--- config.mk ---
export PLATFORM = sky130hd
export DESIGN_NAME = dbg_bus_arbiter
export DESIGN_NICKNAME = d
export VERILOG_FILES = /design/src/rtl/dbg_bus_arbiter.sv
export SDC_FILE = /design/constraint.sdc
export NUM_CORES = 1
export LEC_CHECK = 0
export ABC_AREA = 1
export BUFFER_PORTS_ARGS = -buffer_cell sky130_fd_sc_hd__buf_2
export CAP_MARGIN = 10
export CORE_AREA = 2 2 97 99
export DETAILED_ROUTE_END_ITERATION = 8
export DIE_AREA = 0 0 99 101
export HOLD_SLACK_MARGIN = 0.05
export MAX_ROUTING_LAYER = met4
export PLACE_DENSITY_LB_ADDON = 0.25
export SLEW_MARGIN = 20
export SYNTH_ARGS = -nofsm -noshare
export SYNTH_HDL_FRONTEND = slang
export SYNTH_SLANG_ARGS = --single-unit
export TNS_END_PERCENT = 10
--- constraint.sdc ---
create_clock -name clk -period 2 [get_ports clk]
set_clock_uncertainty 0.15 [all_clocks]
set_input_delay 0.3 -clock clk [delete_from_list [all_inputs] [get_ports clk]]
set_output_delay 0.3 -clock clk [all_outputs]
set_load 0.03 [all_outputs]
--- src/rtl/dbg_bus_arbiter.sv ---
// Debug bus arbiter: two masters (JTAG bridge, on-chip requester) share one
// debug unit slave port. Round-robin on ties. A request that has been
// presented but not granted keeps the port. An in-order ID FIFO steers each
// response back to the master that issued it.
module dbg_bus_arbiter #(
  parameter int ADDR_WIDTH      = 15,
  parameter int MAX_OUTSTANDING = 2
) (
  input  logic                  clk,
  input  logic                  rst_n,

  input  logic                  m0_req,
  input  logic [ADDR_WIDTH-1:0] m0_addr,
  input  logic                  m0_we,
  input  logic [31:0]           m0_wdata,
  output logic                  m0_gnt,
  output logic                  m0_rvalid,
  output logic [31:0]           m0_rdata,

  input  logic                  m1_req,
  input  logic [ADDR_WIDTH-1:0] m1_addr,
  input  logic                  m1_we,
  input  logic [31:0]           m1_wdata,
  output logic                  m1_gnt,
  output logic                  m1_rvalid,
  output logic [31:0]           m1_rdata,

  output logic                  s_req,
  output logic [ADDR_WIDTH-1:0] s_addr,
  output logic                  s_we,
  output logic [31:0]           s_wdata,
  input  logic                  s_gnt,
  input  logic                  s_rvalid,
  input  logic [31:0]           s_rdata
);

  localparam int PtrW = (MAX_OUTSTANDING > 1) ? $clog2(MAX_OUTSTANDING) : 1;
  localparam int CntW = $clog2(MAX_OUTSTANDING + 1);

  localparam logic [CntW-1:0] MaxCnt  = CntW'(MAX_OUTSTANDING);
  localparam logic [PtrW-1:0] LastPtr = PtrW'(MAX_OUTSTANDING - 1);

  // Open: free arbitration. LockM0/LockM1: that master was presented to the
  // slave without a grant and must keep the port until it is accepted.
  typedef enum logic [1:0] {
    ARB_OPEN    = 2'd0,
    ARB_LOCK_M0 = 2'd1,
    ARB_LOCK_M1 = 2'd2
  } arbState_e;

  arbState_e state_q, state_d;
  logic      rrLast_q, rrLast_d;

  logic [MAX_OUTSTANDING-1:0] idMem_q;
  logic [PtrW-1:0]            wrPtr_q, wrPtr_d;
  logic [PtrW-1:0]            rdPtr_q, rdPtr_d;
  logic [CntW-1:0]            count_q, count_d;

  logic sel;
  logic selReq;
  logic fifoFull;
  logic fifoEmpty;
  logic accept;
  logic rspFwd;
  logic headId;

  function automatic logic [PtrW-1:0] nextPtr(input logic [PtrW-1:0] ptr);
    if (ptr == LastPtr) begin
      nextPtr = '0;
    end else begin
      nextPtr = ptr + PtrW'(1);
    end
  endfunction

  // Pick the master that owns the slave port this cycle and derive the lock state for the next one.
  always_comb begin
    state_d = state_q;
    sel     = 1'b0;

    case (state_q)
      ARB_LOCK_M0: sel = 1'b0;
      ARB_LOCK_M1: sel = 1'b1;
      default: begin
        if (m0_req && m1_req) begin
          sel = ~rrLast_q;
        end else if (m1_req) begin
          sel = 1'b1;
        end else begin
          sel = 1'b0;
        end
      end
    endcase

    if (s_req && s_gnt) begin
      state_d = ARB_OPEN;
    end else if (s_req) begin
      state_d = sel ? ARB_LOCK_M1 : ARB_LOCK_M0;
    end
  end

  assign selReq    = sel ? m1_req : m0_req;
  assign fifoFull  = (count_q == MaxCnt);
  assign fifoEmpty = (count_q == '0);
  assign headId    = idMem_q[rdPtr_q];

  assign s_req  = rst_n && selReq && !fifoFull;
  assign accept = s_req && s_gnt;
  assign rspFwd = rst_n && s_rvalid && !fifoEmpty;

  // Steer the selected master's command onto the slave port; master 0 when idle.
  always_comb begin
    s_addr  = m0_addr;
    s_we    = m0_we;
    s_wdata = m0_wdata;
    if (sel) begin
      s_addr  = m1_addr;
      s_we    = m1_we;
      s_wdata = m1_wdata;
    end
  end

  assign m0_gnt    = accept && !sel;
  assign m1_gnt    = accept && sel;
  assign m0_rvalid = rspFwd && !headId;
  assign m1_rvalid = rspFwd && headId;
  assign m0_rdata  = s_rdata;
  assign m1_rdata  = s_rdata;

  // The round-robin pointer only moves when a transaction is actually accepted.
  always_comb begin
    rrLast_d = rrLast_q;
    if (accept) begin
      rrLast_d = sel;
    end
  end

  // Response ID FIFO bookkeeping: push on accept, pop on a forwarded response.
  always_comb begin
    wrPtr_d = wrPtr_q;
    rdPtr_d = rdPtr_q;
    count_d = count_q;
    if (accept) begin
      wrPtr_d = nextPtr(wrPtr_q);
    end
    if (rspFwd) begin
      rdPtr_d = nextPtr(rdPtr_q);
    end
    case ({accept, rspFwd})
      2'b10:   count_d = count_q + CntW'(1);
      2'b01:   count_d = count_q - CntW'(1);
      default: count_d = count_q;
    endcase
  end

  // Arbitration state registers; master 0 wins the first tie after reset.
  always_ff @(posedge clk) begin
    if (!rst_n) begin
      state_q  <= ARB_OPEN;
      rrLast_q <= 1'b1;
    end else begin
      state_q  <= state_d;
      rrLast_q <= rrLast_d;
    end
  end

  // FIFO storage and pointers; reset discards every outstanding response.
  always_ff @(posedge clk) begin
    if (!rst_n) begin
      idMem_q <= '0;
      wrPtr_q <= '0;
      rdPtr_q <= '0;
      count_q <= '0;
    end else begin
      if (accept) begin
        idMem_q[wrPtr_q] <= sel;
      end
      wrPtr_q <= wrPtr_d;
      rdPtr_q <= rdPtr_d;
      count_q <= count_d;
    end
  end

  // A response with nothing outstanding is a slave protocol error; it is dropped.
  always @(posedge clk) begin
    if (rst_n && s_rvalid) begin
      assert (count_q != '0)
        else $warning("dbg_bus_arbiter: stray s_rvalid with no outstanding transaction, response dropped");
    end
  end

endmodule
== Yosys cells after proc, flatten, opt, wreduce, memory -nomap -nowiden ==
Cells that the tools add are included.
Storage, ports and cells
  flip-flop bits (word level): 9
  word-level logic and storage cells: 54
  output and inout bits: 117
  input port bits: 134
Operators by class
  eq/ne operators: 5
  add/sub/neg operators: 4
  muxes and demuxes: 16
  bitwise gates (word level): 2
  order comparisons: 3
  reduce and logical (&&, ||, !) cells: 18
Operator list (count)
  two-way mux 32 bit: 1
  two-way mux 15 bit: 1
  logical AND 1 bit: 11
  two-way mux 1 bit: 9
  equality test 2 bit, second input constant: 3
  equality test 2 x 1 -> 1 bit, second input constant: 2
  logical NOT 1 bit: 4
  less-than comparator 1 x 2 -> 1 bit, second input constant: 2
  case mux 2 bit (2 select lines): 1
  adder 1 bit, second input constant: 2
  adder 2 x 1 -> 2 bit, second input constant: 1
  bitwise mux 2 bit: 1
  logical NOT 2 bit: 1
  two-way mux 2 bit: 1
  NOT 1 bit: 2
  case mux 1 bit (2 select lines): 1
  nonzero test 2 bit: 1
  OR reduction 2 bit: 1
  subtractor 2 x 1 -> 2 bit, second input constant: 1
  demux 1 bit (select 1 bit): 1
  >= comparator 1 bit, second input constant: 1

== Depth between registers and ports, before layout ==
  word-level depth: 9
  gate-level depth with buffers: 13

== Worst setup path after synthesis ==
No wires, ideal clock.
  kind: reg2reg
  start: register state_q[0]
  end: register count_q[1]
  data required time: 1780 ps
  cell stages (with the launch flop): 14
  clock period less this slack: 2081 ps
  arrival time: 1861 ps
  path slack: -81 ps
  path through: dfxtp_1 inv_1 ha_1 inv_1 nand2_1 nor2_1 nor2_4 nand3_1 ha_1 a21oi_1 o21ai_0 inv_1 o21ai_0 a21oi_1
Between the ends
  longest elaborated chain between the ends: 8
  elaborated cells between the ends (all ways): 11
  classes of those cells: eq/ne (4); mux (3); reduce/logical (4)
RTL lines
  start, declared: RTL line 51  | arbState_e state_q, state_d;
  start signal, assigned: RTL line 161  | state_q <= state_d;
  equality test 2 bit or equality test 2 x 1 -> 1 bit (tied branches): RTL line 80  | case (state_q)
  case mux 1 bit (2 select lines) (*): RTL line 80
  two-way mux 1 bit (*): RTL line 101  | assign selReq = sel ? m1_req : m0_req;
  logical AND 1 bit (*) (2 in a row): RTL line 106  | assign s_req = rst_n && selReq && !fifoFull;
  logical AND 1 bit (*): RTL line 107  | assign accept = s_req && s_gnt;
  equality test 2 x 1 -> 1 bit or equality test 2 bit (tied branches): RTL line 148  | case ({accept, rspFwd})
  case mux 2 bit (2 select lines) or nonzero test 2 bit (tied branches)
  end signal, assigned: RTL line 179  | count_q <= count_d;
  end, declared: RTL line 57  | logic [CntW-1:0] count_q, count_d;
Every way passes the cells marked *; elsewhere a longest branch is shown, timed or not.
A chain may end at the register's enable or synchronous reset.

== Final worst setup path ==
  start: register state_q[0]
  end: output port s_wdata[7]
Between the ends
  longest elaborated chain between the ends: 3
  elaborated cells between the ends (all ways): 4
  classes of those cells: eq/ne (2); mux (2)
RTL lines
  equality test 2 bit or equality test 2 x 1 -> 1 bit (tied branches): RTL line 80
  case mux 1 bit (2 select lines) (*): RTL line 80
  two-way mux 32 bit (*): RTL line 115  | if (sel) begin
  end, declared: RTL line 31  | output logic [31:0] s_wdata,
Marked as above.

==> flow_metrics.py <==
metrics = {
    "yosys": {
        "syn_inst": 190,
        "synth_cell_types": 17,
        "syn_nets": 326,
        "synth.cell_area_mm2": 0.001583,
        "syn_area_per_cell_um2": 8.330,
        "ys_ff_latch": 9,
        "synth-seq-area-share_pct": 11.38,
        "yosysWarnings": 0,
    },
    "setup_path": {
        "cp_max_fo": 6,
        "critPathRequiredTime_ns": 1.55,
        "critPathLaunchType": "register",
        "max_stage_delay_ns": 0.31,
        "worstSetupEndpointType": "output port",
        "crit_arrival_ns": 1.79,
        "path_class": "register to output port",
        "crit_path_top_delay_cell": "dfxtp_2",
        "critPathTopFamily": "buffers and inverters",
        "crit_chain": "inv_2 -> ha_4 -> inv_4 -> nand2_4 -> nand2_8 -> buf_12 -> buf_16 -> mux2_4 -> buf_6",
        "worst-path-buf-inv": 5,
    },
    "pwr": {
        "power_density_mw_per_mm2": 520.3,
        "p_sw_share_pct": 39.65,
        "power_mw": 1.407,
        "power_frac_comb_pct": 70.2,
        "p_int_mw": 0.8490,
        "seq_power_share_pct": 14.6,
        "netSwitchingPower_mw": 0.5578,
        "ir_drop_mv": 0.3185,
        "power_frac_clock_pct": 15.2,
        "p_leak_nw": 1.440,
    },
    "final_layout": {
        "drive_gt1_share_pct": 79.93,
        "fin_cells": 405,
        "diodes": 0,
        "stdcell_area_mm2": 0.002704,
        "nFillCells": 966,
        "fin_nets": 431,
        "area_growth_pct": 70.83,
        "final_common_cell": "buf_2",
        "most-common-layout-cells": "buf_2 (108), buf_6 (43), mux2_4 (38)",
    },
    "cts": {
        "cts.htree.levels": 1,
        "clockBufferDepth": 2,
        "cts_made_buffers": 3,
        "cts.clk_slew.worst_paths_ns": 0.04,
        "postCtsHoldBufs": 0,
        "cts.sinks": 9,
        "clk_latency_ns": 0.24,
        "cts_tree": "done",
        "clock-root-buffer": "clkbuf_8",
    },
    "sta": {
        "fmax_ghz": 0.4454,
        "hold_viol": 0,
        "whs_ns": 0.1824,
        "tightest_slew_ns": 0.3328,
        "setup_viol": 51,
        "rsz0062_at_grt": "true",
        "fin_ws_ns": -0.2450,
        "post-route-period-util_pct": 112.2,
        "period_needed_ns": 2.245,
        "drv_slew": 0,
        "slew_headroom_pct": 77.58,
        "finalSetupTns_ns": -8.994,
    },
    "global_route": {
        "grt_overflow": 0,
        "grt_pass1_vias": 1615,
        "grt_usage_pct": 9.624,
        "grt_max_degree": 13,
        "grt_pass1_wl_um": 7562,
        "grt_antenna_before_repair": 0,
    },
    "floorplanning": {
        "die_w_um": 99,
        "initial_utilization_pct": 17.63,
        "die_y_um": 101,
        "rows": 35,
        "core_area_mm2": 0.008977,
        "io_pins": 251,
        "die_area_mm2": 0.009999,
    },
    "routing": {
        "wl_per_cell_um": 13.34,
        "via_count": 1579,
        "drt_iter0_markers": 10,
        "drt-total-wl_um": 5404,
        "drtPass1Iterations": 4,
        "detail_route.drc_violations": 0,
        "ant_nets": 0,
        "viasPerCell": 3.899,
    },
    "placed_design": {
        "dp_hpwl_um": 4069,
        "post-place-cells": 396,
        "dpl_cell_area_mm2": 0.002083,
        "gp_congestion": 0.7004,
        "portBuffers": 154,
    },
    "hold_path": {
        "hp-class": "primary input to register",
    },
    "job": {
        "max-cap-violations": 0,
    },
    "outcome": {
        "status": "complete, but fails checks",
        "violations": "negative setup slack",
    },
}
==> Yosys cell counts <==
| master | instances | share of area [%] |
|---|---|---|
| a21oi_1 | 4 | 1.3 |
| buf_4 | 64 | 30 |
| buf_6 | 5 | 3.6 |
| dfxtp_1 | 9 | 11 |
| ha_1 | 2 | 1.6 |
| inv_1 | 13 | 3.1 |
| mux2_2 | 44 | 31 |
| mux2_4 | 4 | 3.8 |
| nand2_1 | 18 | 4.3 |
| nand2_4 | 1 | 0.71 |
| nand3_1 | 5 | 1.6 |
| nand4_1 | 1 | 0.40 |
| nand4_2 | 1 | 0.79 |
| nor2_1 | 12 | 2.8 |
| nor2_4 | 1 | 0.71 |
| o21ai_0 | 4 | 1.3 |
| xor2_1 | 2 | 1.1 |
==> per-layer routing <==
| metal | up-vias | part of all wire [%] | wire, um | global-route usage, % |
|---|---|---|---|---|
| met5 | - | 0 | 0 | - |
| met4 | 0 | 1.1 | 61 | 3.583 |
| met3 | 14 | 9.0 | 484 | 2.080 |
| met2 | 84 | 50 | 2703 | 15.75 |
| met1 | 715 | 40 | 2154 | 11.63 |
| li1 | 766 | - | - | - |
==> path summary, 6_finish.rpt <==
kind / startpoint / end / slack [ns] / cells after the start
worst min register to register: rrLast_q / rrLast_q / 0.30 / 2
worst max register to register: state_q[0] / count_q[1] / 0.07 / 13
worst min-delay path: rst_n / rrLast_q / 0.18 / 2
worst max-delay path: state_q[0] / s_wdata[7] / -0.24 / 9
==> cells by family after synthesis <==
group	after synthesis	synth area share [%]
AOI/OAI and AO/OA	8	2.530
DFF	9	11.38
muxes	48	35.10
adders and majority gates	2	1.581
and+or+nand+nor	39	11.30
xor gates and xnor gates	2	1.107
buffers and inverters	82	37.00
==> power by group through the flow <==
| stage | clock network [mW] | registers (mW) | logic (mW) |
|---|---|---|---|
| 2_1_floorplan | 0 | 0.204 | 0.716 |
| 3_3_place_gp | 0 | 0.207 | 0.717 |
| 3_5_place_dp | 0 | 0.207 | 0.719 |
| 4_1_cts | 0.222 | 0.205 | 0.988 |
| 5_1_grt | 0.228 | 0.207 | 1.04 |
| 6_report | 0.214 | 0.205 | 0.988 |
==> cell type report <==
class | count | area (um^2) | share of cell area [%]
flip-flops and latches | 9 | 182.7 | 6.756
well taps | 111 | 138.9 | 5.137
clock buffers | 4 | 45.04 | 1.666
multi-input cells | 99 | 1023 | 37.85
repair buffers | 169 | 1262 | 46.69
inverters | 13 | 51.30 | 1.897
==> stage by stage <==
| stage | util, % | setup slack [ns] |
|---|---|---|
| floorplan | - | 0.01085 |
| global placement | 23.21 | -0.06517 |
| detailed placement | 23.21 | -0.07912 |
| CTS | 30.01 | -0.2708 |
| global route | 30.12 | -0.3178 |
| finish | 30.12 | -0.2450 |
==> registers in the layout, indices dropped and copies added (netlist names) <==
| register | count |
|---|---|
| count_q | 2 |
| idMem_q | 2 |
| state_q | 2 |
| rdPtr_q | 1 |
| rrLast_q | 1 |
| wrPtr_q | 1 |
==> repair_timing <==
item                                    4_1_cts  5_1_grt
endpoints found under the setup margin       52       52
gates resized for setup                     136        4
cloned                                        3        0
buffers inserted                              2        0
pin swaps                                     6        3
Note: power is estimated with default switching activity, not from simulation.
